$ cat src/rtl/instruction_issuer.sv
// ---------------------------------------------------------------------------
// instruction_issuer
//   Buffers 11-bit instructions in a small FIFO and hands them one at a time
//   to a control circuit. Each instruction is held on INSTRUCTION until the
//   control circuit answers with Done. One NOP cycle (GAP) separates
//   consecutive instructions. If Done does not arrive within TIMEOUT cycles,
//   the issuer parks in ERROR until clear or reset.
//
// Ports
//   clk          in   sole clock, rising edge
//   reset        in   asynchronous active-high reset
//   clear        in   synchronous flush: empties FIFO, clears error/overflow
//   wr_en        in   FIFO write strobe
//   wr_data      in   instruction {opcode[10:8], Rx[7:4], Ry/imm[3:0]}
//   run          in   allows a new instruction to start
//   Done         in   completion from control circuit (used only in WAIT)
//   INSTRUCTION  out  registered instruction, NOP whenever not in WAIT
//   busy         out  state != IDLE
//   full, empty  out  FIFO status
//   count        out  FIFO occupancy, 0..DEPTH
//   retired      out  completed-instruction counter, wraps 255 -> 0
//   error        out  sticky timeout flag
//   overflow     out  sticky dropped-write flag
// ---------------------------------------------------------------------------
module instruction_issuer #(
  parameter int DEPTH   = 8,
  parameter int TIMEOUT = 15
) (
  input  logic                     clk,
  input  logic                     reset,
  input  logic                     clear,
  input  logic                     wr_en,
  input  logic [10:0]              wr_data,
  input  logic                     run,
  input  logic                     Done,
  output logic [10:0]              INSTRUCTION,
  output logic                     busy,
  output logic                     full,
  output logic                     empty,
  output logic [$clog2(DEPTH):0]   count,
  output logic [7:0]               retired,
  output logic                     error,
  output logic                     overflow
);

  localparam int AW  = $clog2(DEPTH);
  localparam int WCW = $clog2(TIMEOUT + 1);
  localparam logic [10:0] NOP = 11'b111_0000_0000;

  typedef enum logic [1:0] {
    S_IDLE  = 2'd0,
    S_WAIT  = 2'd1,
    S_GAP   = 2'd2,
    S_ERROR = 2'd3
  } state_t;

  state_t           r_state;
  state_t           w_state_nxt;

  logic [10:0]      r_mem [DEPTH];
  logic [AW-1:0]    r_wr_ptr;
  logic [AW-1:0]    r_rd_ptr;
  logic [AW:0]      r_count;
  logic [10:0]      r_instr;
  logic [WCW-1:0]   r_wcnt;
  logic [7:0]       r_retired;
  logic             r_error;
  logic             r_overflow;

  logic             w_empty;
  logic             w_full;
  logic             w_pop;
  logic             w_push;
  logic             w_drop;
  logic             w_retire;
  logic             w_timeout;
  logic [WCW-1:0]   w_wcnt_inc;

  assign w_empty    = (r_count == '0);
  assign w_full     = (r_count == (AW+1)'(DEPTH));
  assign w_wcnt_inc = r_wcnt + 1'b1;

  // A write into a full FIFO is only accepted when the head leaves the same
  // edge; clear discards any write presented with it.
  assign w_push = wr_en && !clear && (!w_full || w_pop);
  assign w_drop = wr_en && !clear &&  w_full && !w_pop;

  // FSM state register
  always_ff @(posedge clk or posedge reset) begin
    if (reset) begin
      r_state <= S_IDLE;
    end else begin
      r_state <= w_state_nxt;
    end
  end

  // FSM next-state and datapath strobes
  always_comb begin
    w_state_nxt = r_state;
    w_pop       = 1'b0;
    w_retire    = 1'b0;
    w_timeout   = 1'b0;
    case (r_state)
      S_IDLE, S_GAP: begin
        // empty reflects occupancy before this edge, so a word written now
        // cannot be issued until the next edge.
        if (run && !w_empty) begin
          w_pop       = 1'b1;
          w_state_nxt = S_WAIT;
        end else begin
          w_state_nxt = S_IDLE;
        end
      end
      S_WAIT: begin
        // Done takes priority over a timeout landing on the same edge.
        if (Done) begin
          w_retire    = 1'b1;
          w_state_nxt = S_GAP;
        end else if (w_wcnt_inc == WCW'(TIMEOUT)) begin
          w_timeout   = 1'b1;
          w_state_nxt = S_ERROR;
        end
      end
      S_ERROR: begin
        w_state_nxt = S_ERROR;
      end
      default: begin
        w_state_nxt = S_IDLE;
      end
    endcase
    if (clear) begin
      w_state_nxt = S_IDLE;
      w_pop       = 1'b0;
      w_retire    = 1'b0;
      w_timeout   = 1'b0;
    end
  end

  // FIFO storage: payload only, needs no reset
  always_ff @(posedge clk) begin
    if (w_push) begin
      r_mem[r_wr_ptr] <= wr_data;
    end
  end

  // Control and status registers
  always_ff @(posedge clk or posedge reset) begin
    if (reset) begin
      r_wr_ptr   <= '0;
      r_rd_ptr   <= '0;
      r_count    <= '0;
      r_instr    <= NOP;
      r_wcnt     <= '0;
      r_retired  <= '0;
      r_error    <= 1'b0;
      r_overflow <= 1'b0;
    end else if (clear) begin
      r_wr_ptr   <= '0;
      r_rd_ptr   <= '0;
      r_count    <= '0;
      r_instr    <= NOP;
      r_wcnt     <= '0;
      r_error    <= 1'b0;
      r_overflow <= 1'b0;
    end else begin
      if (w_push) begin
        r_wr_ptr <= r_wr_ptr + 1'b1;
      end
      if (w_pop) begin
        r_rd_ptr <= r_rd_ptr + 1'b1;
      end
      case ({w_push, w_pop})
        2'b10:   r_count <= r_count + 1'b1;
        2'b01:   r_count <= r_count - 1'b1;
        default: r_count <= r_count;
      endcase

      if (w_pop) begin
        r_instr <= r_mem[r_rd_ptr];
      end else if (w_retire || w_timeout) begin
        r_instr <= NOP;
      end

      if (w_pop) begin
        r_wcnt <= '0;
      end else if (r_state == S_WAIT && !Done) begin
        r_wcnt <= w_wcnt_inc;
      end

      if (w_retire) begin
        r_retired <= r_retired + 1'b1;
      end
      if (w_timeout) begin
        r_error <= 1'b1;
      end
      if (w_drop) begin
        r_overflow <= 1'b1;
      end
    end
  end

  assign INSTRUCTION = r_instr;
  assign busy        = (r_state != S_IDLE);
  assign full        = w_full;
  assign empty       = w_empty;
  assign count       = r_count;
  assign retired     = r_retired;
  assign error       = r_error;
  assign overflow    = r_overflow;

endmodule

$ cat config.mk
export PLATFORM = sky130hd
export DESIGN_NAME = instruction_issuer
export DESIGN_NICKNAME = d
export VERILOG_FILES = /design/src/rtl/instruction_issuer.sv
export SDC_FILE = /design/constraint.sdc
export NUM_CORES = 1
export LEC_CHECK = 0
export CORE_MARGIN = 5
export CORE_UTILIZATION = 57
export CTS_BUF_LIST = sky130_fd_sc_hd__clkbuf_16
export DETAILED_ROUTE_END_ITERATION = 8
export PLACE_DENSITY = 0.79
export SLEW_MARGIN = 20
export SYNTH_ARGS = -nofsm -noshare
export SYNTH_HDL_FRONTEND = slang
export SYNTH_SLANG_ARGS = --single-unit
$ cat constraint.sdc
create_clock -name clk -period 7.2 [get_ports clk]
set_input_delay 1.44 -clock clk [delete_from_list [all_inputs] [get_ports clk]]
set_output_delay 1.44 -clock clk [all_outputs]
set_load 0.02 [all_outputs]
Word level (Yosys, flattened, before mapping):

Memories as Yosys holds them, arrays and structs flattened.
Index checks and enable logic that the tools add are counted.

* bits in registers: 37
* RAM bits: 88
* input bits: 17
* output and inout port bits: 28
* logic and storage cells: 83
* memories: 1

* add/sub/neg operators: 6
* equality and inequality tests: 8
* mux-type cells: 33
* bitwise logic cells: 1
* reductions and logical operators: 25

Memory list
* r_mem: depth 8, width 11, rd ports 1, clocked after Yosys merged registers in 0, write ports 1, line 60 `logic [10:0] r_mem [DEPTH];`

Operator list (count)
* 11-bit two-way mux: 3
* 1-bit two-way mux: 17
* 4-bit two-way mux: 4
* 3-bit two-way mux: 4
* 2-bit nonzero test: 5
* 3-bit nonzero test: 3
* 4-bit by 1-bit adder with 4-bit output, second input constant: 2
* 8-bit by 1-bit adder with 8-bit output, second input constant: 1
* 4-bit equality test, second input constant: 2
* 4-bit case mux with 2 select lines: 1
* 3-bit by 1-bit adder with 3-bit output, second input constant: 2
* 2-bit equality test, second input constant: 3
* 1-bit logical AND: 6
* 2-bit two-way mux: 3
* 2-bit case mux with 3 select lines: 1
* 1-bit zero test: 5
* 2-bit by 1-bit equality test with 1-bit output, second input constant: 2
* 4-bit zero test: 1
* 4-bit != test, second input constant: 1
* 4-bit by 1-bit subtractor with 4-bit output, second input constant: 1
* 2-bit zero test: 1
* 1-bit logical OR: 2
* 2-bit AND reduction: 1
* 2-bit OR reduction: 1
* 1-bit NOT: 1

Longest topological paths before layout:

Gate-level depths: netlist of run 1.

* depth in word-level cells: 11
* gate-level depth with buffers: 11
* depth with buffers taken out: 10

Worst setup path after synthesis of run 1:

No wires, ideal clock.

* path type: input to register
* start point: input run
* end point: memory r_mem[0][0] (enable)
* library setup time: 0.393 ns
* data arrival time: 2.975 ns
* required time: 6.807 ns
* slack: 3.832 ns
* cell stages on the path: 4
* buffers on the path: 0
* cell sequence: nand2b_1 a31o_2 or3_1 nor3_1

* cells in the longest elaborated chain, start to end: 8

Ends and longest elaborated chain
* start: declaration: line 34 `input logic run,`
* 1-bit logical AND: line 107 `if (run && !w_empty) begin`
* 1-bit two-way mux: line 107
* 1-bit two-way mux: line 103 `case (r_state)`
* 1-bit two-way mux: line 131 `if (clear) begin`
* 1-bit logical OR: line 85 `assign w_push = wr_en && !clear && (!w_full || w_pop);`
* 1-bit logical AND: line 85
* 1-bit two-way mux: line 141 `if (w_push) begin`
* 1-bit two-way mux (implied by the code): line 142 `r_mem[r_wr_ptr] <= wr_data;`
* end: declaration: line 60

Every way passes these cells.

Worst setup path in the final report of run 1:

* start point: input clear
* end point: register r_count[3], in the netlist count[3]

* cells in the longest elaborated chain, start to end: 6
* elaborated cells between the ends (all ways): 10
* those cells by class: 2 x eq/ne; 3 x mux; 5 x reduce/logical

Ends and longest elaborated chain
* start: declaration: line 31 `input logic clear,`
* 1-bit two-way mux / 1-bit zero test (equally long branches): line 131, 85
* 1-bit logical OR / 1-bit logical AND (equally long branches): line 85
* 1-bit logical AND: line 85
* 2-bit by 1-bit equality test with 1-bit output / 2-bit equality test (equally long branches): line 172 `case ({w_push, w_pop})`
* 4-bit case mux with 2 select lines: line 172
* 4-bit two-way mux: line 157 `end else if (clear) begin`
* end signal: assignment: line 173 `2'b10: r_count <= r_count + 1'b1;`
* end signal: assignment: line 174 `2'b01: r_count <= r_count - 1'b1;`
* end signal: assignment: line 175 `default: r_count <= r_count;`
* end: declaration: line 63 `logic [AW:0] r_count;`

Several ways; a longest one is shown, not always the timed one.
A chain may end at the register's enable or synchronous reset.

==> reports/qor.yml, run 1 <==
status: "finished clean"
setup_viol: 0
synth_edf_count: 88
worstSetupEndpointType: "flop"
path_cells: "clkdlybuf4s50_1 -> inv_1 -> nand2_1 -> nor2_1 -> ha_1 -> a21oi_1 -> nand3_1 -> o22ai_1 -> xnor2_1 -> nor2_1"
synthTopCellsByArea: "edfxtp_1 (51%), dfrtp_1 (16%), mux4_2 (9.5%), o2bb2ai_2 (2.0%), nor2_1 (1.9%)"
synth-seq-area-share_pct: 68.6
slowest_delay_ns: 0.90
detail_route.wl_per_cell_um: 20.2
io_pins: 45
netlist.area_leader.share_pct: 50.7
avgSynthCellArea_um2: 16.9
dieArea_mm2: 0.0111
whs_path_depth: 2
endpoint: "count[3]"
synth_seq_cells: 125
mappedNetlistArea_mm2: 0.00521
post-route-period-util_pct: 56.5
tightest_slew_ns: 1.14
finalNonFillerCells: 485
cts.sinks: 125
dp_hpwl_um: 6000
slew_headroom_pct: 23.5
p_per_area_mw_per_mm2: 349
syn_inst: 308
clkTransAtPathRegs_ns: 0.06
drtAntennaViolNets: 0
placed_cells: 454
fin_crit_ns: 4.07
drtIter0Drc: 116
reg2reg_to: "count[3]"
synthToLayoutAreaGrowth_pct: 21.1
p_leak_nw: 2.26
clockBufferDepth: 2
start_util_pct: 59.1
irDropWorstVdd_uv: 199
setup.worst_path.class: "in -> reg"
cp.depth: 10
grtUsageTotal_pct: 18.9
vias: 2840
fill_cells: 566
cp_slowest_cell: "clkdlybuf4s50_1"
cp_top_family: "buffers and inverters"
numCtsBuffers: 17
antenna_found_initial: 0
cts_setup_buffers: 0
ys_types: 45
cts_tree: "yes"
routed_wl_um: 9820
synth_flop_cell: "edfxtp_1"
crit_top_cell: "nor2_1"
grt_max_degree: 38
setup_tns_ns: 0
hold_viol: 0
ctsResizeCount: 0
ys_async_sr_fraction_pct: 29.6
critical_path_required_ns: 7.47
drive_gt1_share_pct: 21.5
hold_buffers: 0
viasPerCell: 5.86
insertion_delay_ns: 0.41
mostFrequentLayoutCell: "edfxtp_1"
startpoint_type: "primary input"
grt-ovfl-total: 0
dr.pass1.iters: 4
grt_pass1_vias: 3031
synth_top_area_cell: "edfxtp_1"
antenna_cells: 0
placementRows: 34
gp_congestion: 0.770
cap_violations: 0
fmax_mhz: 246
clock_skew_ns: 0.00975
synth.net_count: 333
cts_htree_levels: 4
grt_pass1_wl_um: 15900
crit_buf_inv: 2
core-area_mm2: 0.00881
die_w_um: 106
regToRegSetupSlack_ns: 4.20
holdCritPathClass: "reg -> reg"
ctsRootBufferMaster: "clkbuf_16"
reg2reg_from: "count[1]"
final_nets: 390
crit_start: "clear"
port_buffers: 44
finalMaxSlewViolations: 0
yosysWarnings: 0
reg2reg_depth: 10
critical_path_arrival_ns: 4.34
cp_max_fo: 18
final_cell_mix: "edfxtp_1 (88), clkdlybuf4s50_1 (44), dfrtp_1 (33)"
drc: 0
rsz0062_at_grt: "false"
dieHeight_um: 106
## report_power, final
group | internal [W] | leakage [nW] | switching [W]
clock | 0.000472 | 0.261 | 0.000312
combinational | 0.000255 | 0.711 | 0.000249
sequential | 0.000835 | 1.29 | 0.0000758
total | 0.00156 | 2.26 | 0.000637
## synthesized netlist by cell type (all sizes together) (2+ instances only)
cell type,count
nand4,2
xnor2,9
o21ai,3
inv,10
nand2b,4
a21oi,8
dfstp,3
ha,7
nor2,27
o2bb2ai,8
clkbuf,3
buf,9
xor2,7
nor3,6
dfrtp,34
mux2,4
edfxtp,88
nand3,6
mux2i,9
nor2b,6
or2,2
mux4,22
or3,2
a211oi,5
nand2,14
## area by class of cell
class                   count  area (µm²)  area share (%)
flip-flops and latches    125        3570            56.7
clock buffers              17         425            6.75
inverters                  10        37.5           0.595
multi-input cells         161        1530            24.2
clock inverters            14         121            1.92
repair buffers             50         485            7.70
well taps                 108         135            2.14
## kinds of logic after synthesis
family          count (synthesis)  share of synthesized area, %
flops                         125                          68.6
simple gates                   72                          7.23
mux                            35                          12.1
compound gates                 30                          5.05
buf+inv                        22                          2.26
xor+xnor                       16                          2.69
fa+ha+maj                       8                          2.07
## worst min-delay path, cell delays in order, from the launching register on
cell and delay [ns]:
dfstp_2 0.37, inv_1 0.04, a21oi_1 0.05
## routing by layer
metal	global-route usage (%)	wire (µm)	vias up
li1	-	-	1285
met2	32.7	5270	93
met1	23.3	3980	1455
met4	5.00	55	0
met3	5.68	502	7
met5	0	0	-
## state kept, by name, indices dropped and copies added (netlist names)
signal and cells:
INSTRUCTION 11, count 4, error 1, overflow 1, r_mem 88, r_rd_ptr 3, r_state 2, r_wcnt 4
r_wr_ptr 3, retired 8
## through the flow
step	utilization, %	area [µm²]	power, W	worst slack [ns]	hold WS, ns
finish	71.6	6300	0.00220	3.13	0.462
global route	71.6	6300	0.00230	2.98	0.473
CTS	71.5	6290	0.00222	3.16	0.462
detailed placement	65.3	5750	0.00143	2.74	0.452
global placement	65.3	5750	0.00142	2.83	0.453
floorplan	-	5210	0.00126	3.83	0.494
## how the worst min path moves through the flow
stage / startpoint / slack [ns] / end
2_1_floorplan: INSTRUCTION[10] / 0.49 / INSTRUCTION[10]
3_3_place_gp: INSTRUCTION[8] / 0.45 / INSTRUCTION[8]
3_5_place_dp: INSTRUCTION[9] / 0.45 / INSTRUCTION[9]
4_1_cts: INSTRUCTION[9] / 0.46 / INSTRUCTION[9]
5_1_grt: INSTRUCTION[9] / 0.47 / INSTRUCTION[9]
6_report: INSTRUCTION[9] / 0.46 / INSTRUCTION[9]
Power figures use the tool's default switching activity.
==> run 2: changes to the inputs <==
--- a/config.mk
+++ b/config.mk
@@ -6,10 +6,10 @@
 export NUM_CORES = 1
 export LEC_CHECK = 0
 export CORE_MARGIN = 5
-export CORE_UTILIZATION = 57
+export CORE_UTILIZATION = 52
 export CTS_BUF_LIST = sky130_fd_sc_hd__clkbuf_16
 export DETAILED_ROUTE_END_ITERATION = 8
-export PLACE_DENSITY = 0.79
+export PLACE_DENSITY = 0.76
 export SLEW_MARGIN = 20
 export SYNTH_ARGS = -nofsm -noshare
 export SYNTH_HDL_FRONTEND = slang
==> constraint.sdc (replaced) <==
create_clock -name clk -period 3.7 [get_ports clk]
set_input_delay 0.74 -clock clk [delete_from_list [all_inputs] [get_ports clk]]
set_output_delay 0.74 -clock clk [all_outputs]
set_load 0.02 [all_outputs]
==> reports/qor.yml, run 2 (synthesis results as in run 1) <==
worstSetupEndpointType: "primary output"
status: "finished clean"
clkTransAtPathRegs_ns: 0.06
post-route-period-util_pct: 77.7
grt_max_degree: 38
gp_congestion: 0.797
dp_hpwl_um: 6380
cp_max_fo: 8
routed_wl_um: 10100
switching_share_pct: 28.6
antenna_found_initial: 0
cts_tree: "yes"
cp_top_family: "buffers and inverters"
mostFrequentLayoutCell: "edfxtp_1"
critical_path_arrival_ns: 2.14
cts.sinks: 125
comb_power_share_pct: 22.4
ctsResizeCount: 0
insertion_delay_ns: 0.40
dieArea_mm2: 0.0121
hold_viol: 0
fmax_mhz: 348
grt_pass1_wl_um: 16000
irDropWorstVdd_uv: 326
seqPwrFrac_pct: 42.4
highest_layer: "met4"
drive_gt1_share_pct: 23.5
drc: 0
setup_tns_ns: 0
io_pins: 45
final_cell_area_mm2: 0.00640
final_nets: 400
synthToLayoutAreaGrowth_pct: 22.9
antenna_cells: 0
fin_crit_ns: 2.88
setup_viol: 0
numCtsBuffers: 17
slew_headroom_pct: 35.6
final_cell_mix: "edfxtp_1 (88), clkdlybuf4s50_1 (44), dfrtp_1 (33)"
cap_violations: 0
core-area_mm2: 0.00977
viasPerCell: 5.48
drtAntennaViolNets: 0
ctsRootBufferMaster: "clkbuf_16"
slowest_delay_ns: 0.70
regToRegSetupSlack_ns: 1.23
whs_path_depth: 2
cp_slowest_cell: "clkdlybuf4s50_1"
dpl_cell_area_mm2: 0.00585
crit_buf_inv: 1
wl_met1_um: 4330
cts_htree_levels: 4
cts_setup_buffers: 0
hold_end: "INSTRUCTION[10]"
setup.worst_path.class: "reg -> out"
wl_met3_um: 446
tightest_slew_ns: 0.966
power_switching_w: 0.00122
reg2reg_to: "count[3]"
p_per_area_mw_per_mm2: 668
placementRows: 36
grt-ovfl-total: 0
dr.pass1.iters: 4
detail_route.wl_per_cell_um: 19.4
hold_buffers: 0
finalMaxSlewViolations: 0
clkPwrFrac_pct: 35.3
rsz0062_at_grt: "false"
largest_register: "r_mem"
dieHeight_um: 110
clockBufferDepth: 2
reg2reg_from: "count[0]"
holdCritPathClass: "reg -> reg"
intPower_w: 0.00306
critical_path_required_ns: 2.96
grt_pass1_vias: 3010
reg2reg_depth: 10
drtIter0Drc: 192
vias: 2849
path_cells: "nor4b_2 -> clkdlybuf4s50_1"
fill_cells: 678
p_leak_nw: 2.32
holdCritStartpoint: "INSTRUCTION[10]"
largest_register_ffs: 88
grtUsageTotal_pct: 18.3
startpoint_type: "flop"
wl_met2_um: 5240
die_w_um: 110
port_buffers: 44
start_util_pct: 53.3
clock_skew_ns: 0.0110
run 2: cell types whose count changed in the layout (fill, tap and decap cells not counted), sizes merged:
cell / before / now
buf: 6 / 16
clkinv: 5 / 7
clkinvlp: 4 / 1
inv: 14 / 15
run 2: worst min-delay path, cell delays in order, from the launching register on:
cell,delay [ns]
dfstp_2,0.37
inv_1,0.04
a21oi_1,0.05
run 2: power by group through the flow:
stage | Sequential (W) | Combinational (W) | Clock [W]
floorplan | 0.00185 | 0.000601 | 0
global placement | 0.00183 | 0.000941 | 0
detailed placement | 0.00184 | 0.000963 | 0
CTS | 0.00182 | 0.000973 | 0.00153
global route | 0.00184 | 0.00103 | 0.00160
finish | 0.00181 | 0.000956 | 0.00151
run 2: how the worst max path moves through the flow:
stage             start        to  slack (ns)  depth (start not counted)
6_report       count[0]      full        0.82                          2
2_1_floorplan  count[0]  count[3]        0.98                         11
3_3_place_gp        run  count[3]        0.68                         11
3_5_place_dp        run  count[3]        0.60                         11
4_1_cts        count[0]      full        0.82                          2
5_1_grt        count[0]      full        0.76                          2
run 2: layer usage:
metal | global-route usage (%) | up-vias
li1 | - | 1305
met1 | 23.3 | 1465
met2 | 30.8 | 71
met3 | 4.78 | 8
met4 | 5.79 | 0
met5 | 0 | -
run 2: final cells by class:
cell class / count / area, µm² / share of cell area [%]
clock buffer: 17 / 425 / 6.64
clock inverter: 14 / 121 / 1.90
inverter: 10 / 37.5 / 0.586
multi-input combinational: 161 / 1520 / 23.7
sequential: 125 / 3570 / 55.8
tap: 133 / 166 / 2.60
timing repair buffer: 60 / 561 / 8.76
run 2: per-stage QoR:
step / hold slack (ns) / power [W] / cells / setup slack (ns) / utilization, %
floorplan: 0.494 / 0.00245 / 308 / 0.985 / -
global placement: 0.453 / 0.00277 / 489 / 0.682 / 59.9
detailed placement: 0.460 / 0.00280 / 489 / 0.605 / 59.9
CTS: 0.469 / 0.00432 / 520 / 0.822 / 65.5
global route: 0.483 / 0.00446 / 520 / 0.756 / 65.5
finish: 0.469 / 0.00428 / 520 / 0.824 / 65.5
==> run 3: changes to the inputs <==
--- a/config.mk
+++ b/config.mk
@@ -6,10 +6,10 @@
 export NUM_CORES = 1
 export LEC_CHECK = 0
 export CORE_MARGIN = 5
-export CORE_UTILIZATION = 52
+export CORE_UTILIZATION = 57
 export CTS_BUF_LIST = sky130_fd_sc_hd__clkbuf_16
 export DETAILED_ROUTE_END_ITERATION = 8
-export PLACE_DENSITY = 0.76
+export PLACE_DENSITY = 0.79
 export SLEW_MARGIN = 20
 export SYNTH_ARGS = -nofsm -noshare
 export SYNTH_HDL_FRONTEND = slang
==> constraint.sdc (replaced) <==
create_clock -name clk -period 2.96 [get_ports clk]
set_input_delay 0.592 -clock clk [delete_from_list [all_inputs] [get_ports clk]]
set_output_delay 0.592 -clock clk [all_outputs]
set_load 0.02 [all_outputs]
==> reports/qor.yml, run 3 (synthesis results as in run 1) <==
clock_skew_ns: 0.00581
path_cells: "nor4b_2 -> clkdlybuf4s50_1"
clkTransAtPathRegs_ns: 0.05
placementRows: 34
routed_wl_um: 9640
core-area_mm2: 0.00881
final_cell_mix: "edfxtp_1 (88), clkdlybuf4s50_1 (44), dfrtp_1 (34)"
grt.busiest_layer: "met2"
cts_tree: "yes"
crit_buf_inv: 1
slew_headroom_pct: 42.5
drc: 0
status: "finished clean"
final_nets: 400
setup_viol: 0
mostFrequentLayoutCell: "edfxtp_1"
tightest_slew_ns: 0.862
dieArea_mm2: 0.0111
grt-ovfl-total: 0
viasPerCell: 5.71
cp.depth: 2
numCtsBuffers: 17
grt.met3_usage_pct: 4.65
cts_htree_levels: 4
vias: 2832
grtUsageMet2_pct: 31.6
grt_pass1_vias: 3049
synthToLayoutAreaGrowth_pct: 23.8
antenna_found_initial: 0
die_w_um: 106
intPower_w: 0.00408
slowest_delay_ns: 0.70
power_switching_w: 0.00151
cp_max_fo: 8
grtUsageTotal_pct: 19.1
antenna_cells: 0
ctsResizeCount: 0
setup.worst_path.class: "reg -> out"
detail_route.wl_per_cell_um: 19.4
comb_power_share_pct: 22.3
largest_register: "r_mem"
grt_pass1_wl_um: 16000
setup_tns_ns: 0
drive_gt1_share_pct: 23.2
cp_slowest_cell: "clkdlybuf4s50_1"
worstSetupEndpointType: "primary output"
cts.sinks: 125
cts_setup_buffers: 0
irDropWorstVdd_uv: 653
start_util_pct: 59.1
startpoint_type: "flop"
clkPwrFrac_pct: 38.4
drtAntennaViolNets: 0
largest_register_ffs: 88
post-route-period-util_pct: 92.3
gp_congestion: 0.805
rsz0062_at_grt: "false"
reg2reg_depth: 10
whs_path_depth: 2
p_leak_nw: 2.36
port_buffers: 44
critical_path_required_ns: 2.37
io_pins: 45
fin_crit_ns: 2.73
finalMaxSlewViolations: 0
dp_hpwl_um: 5990
critical_path_arrival_ns: 2.14
seqPwrFrac_pct: 39.3
hold_viol: 0
fmax_mhz: 366
dr.pass1.iters: 5
clockBufferDepth: 2
ctsRootBufferMaster: "clkbuf_16"
switching_share_pct: 27.0
cap_violations: 0
drtIter0Drc: 142
fin_util_pct: 73.2
finalPower_w: 0.00558
dieHeight_um: 106
p_per_area_mw_per_mm2: 866
met1_usage_pct: 24.2
holdCritPathClass: "reg -> reg"
insertion_delay_ns: 0.41
hold_buffers: 0
cp_top_family: "buffers and inverters"
grt_max_degree: 38
-- run 3: cell types whose count changed in the layout (fill, tap and decap cells not counted), sizes merged --
cell / change
bufinv: +3
clkinv: -1
inv: -1
-- run 3: worst min-delay path, cell delays in order (launching register included) --
cell     delay [ns]
dfstp_2        0.36
inv_1          0.04
a21oi_1        0.05
-- run 3: final timing paths --
kind	from	endpoint	slack, ns
max reg2reg	count[0]	count[3]	0.70
max in group asynchronous	reset	INSTRUCTION[9]	2.01
min	INSTRUCTION[9]	INSTRUCTION[9]	0.46
max	count[0]	full	0.23
min reg2reg	INSTRUCTION[9]	INSTRUCTION[9]	0.46
min in group asynchronous	reset	retired[1]	0.59
-- run 3: final cells by class --
type                    instances  area [µm²]
flip-flops and latches        125        3570
fillers                       548        2360
multi-input cells             161        1520
repair buffers                 60         561
clock buffers                  17         425
clock inverters                15         196
well taps                     108         135
inverters                      10        37.5
-- run 3: routing by layer --
layer  routed length [µm]  share of wire (%)
met3                  559                5.8
met5                    0                  0
met1                 4090                 42
met4                   89               0.92
met2                 4910                 51
-- run 3: power by group through the flow --
stage          Combinational (W)  Clock [W]  Sequential, W
5_1_grt                  0.00136    0.00226        0.00222
3_5_place_dp             0.00125          0        0.00223
2_1_floorplan           0.000752          0        0.00231
3_3_place_gp             0.00123          0        0.00223
4_1_cts                  0.00127    0.00217        0.00220
6_report                 0.00125    0.00214        0.00219
-- run 3: through the flow --
step	hold WS (ns)	instances	area, µm²	worst slack [ns]
after floorplan	0.494	308	5210	0.245
after global placement	0.453	464	5820	0.333
after detailed placement	0.451	464	5820	0.273
after CTS	0.459	496	6440	0.180
after global routing	0.476	496	6440	0.117
final	0.458	496	6440	0.228
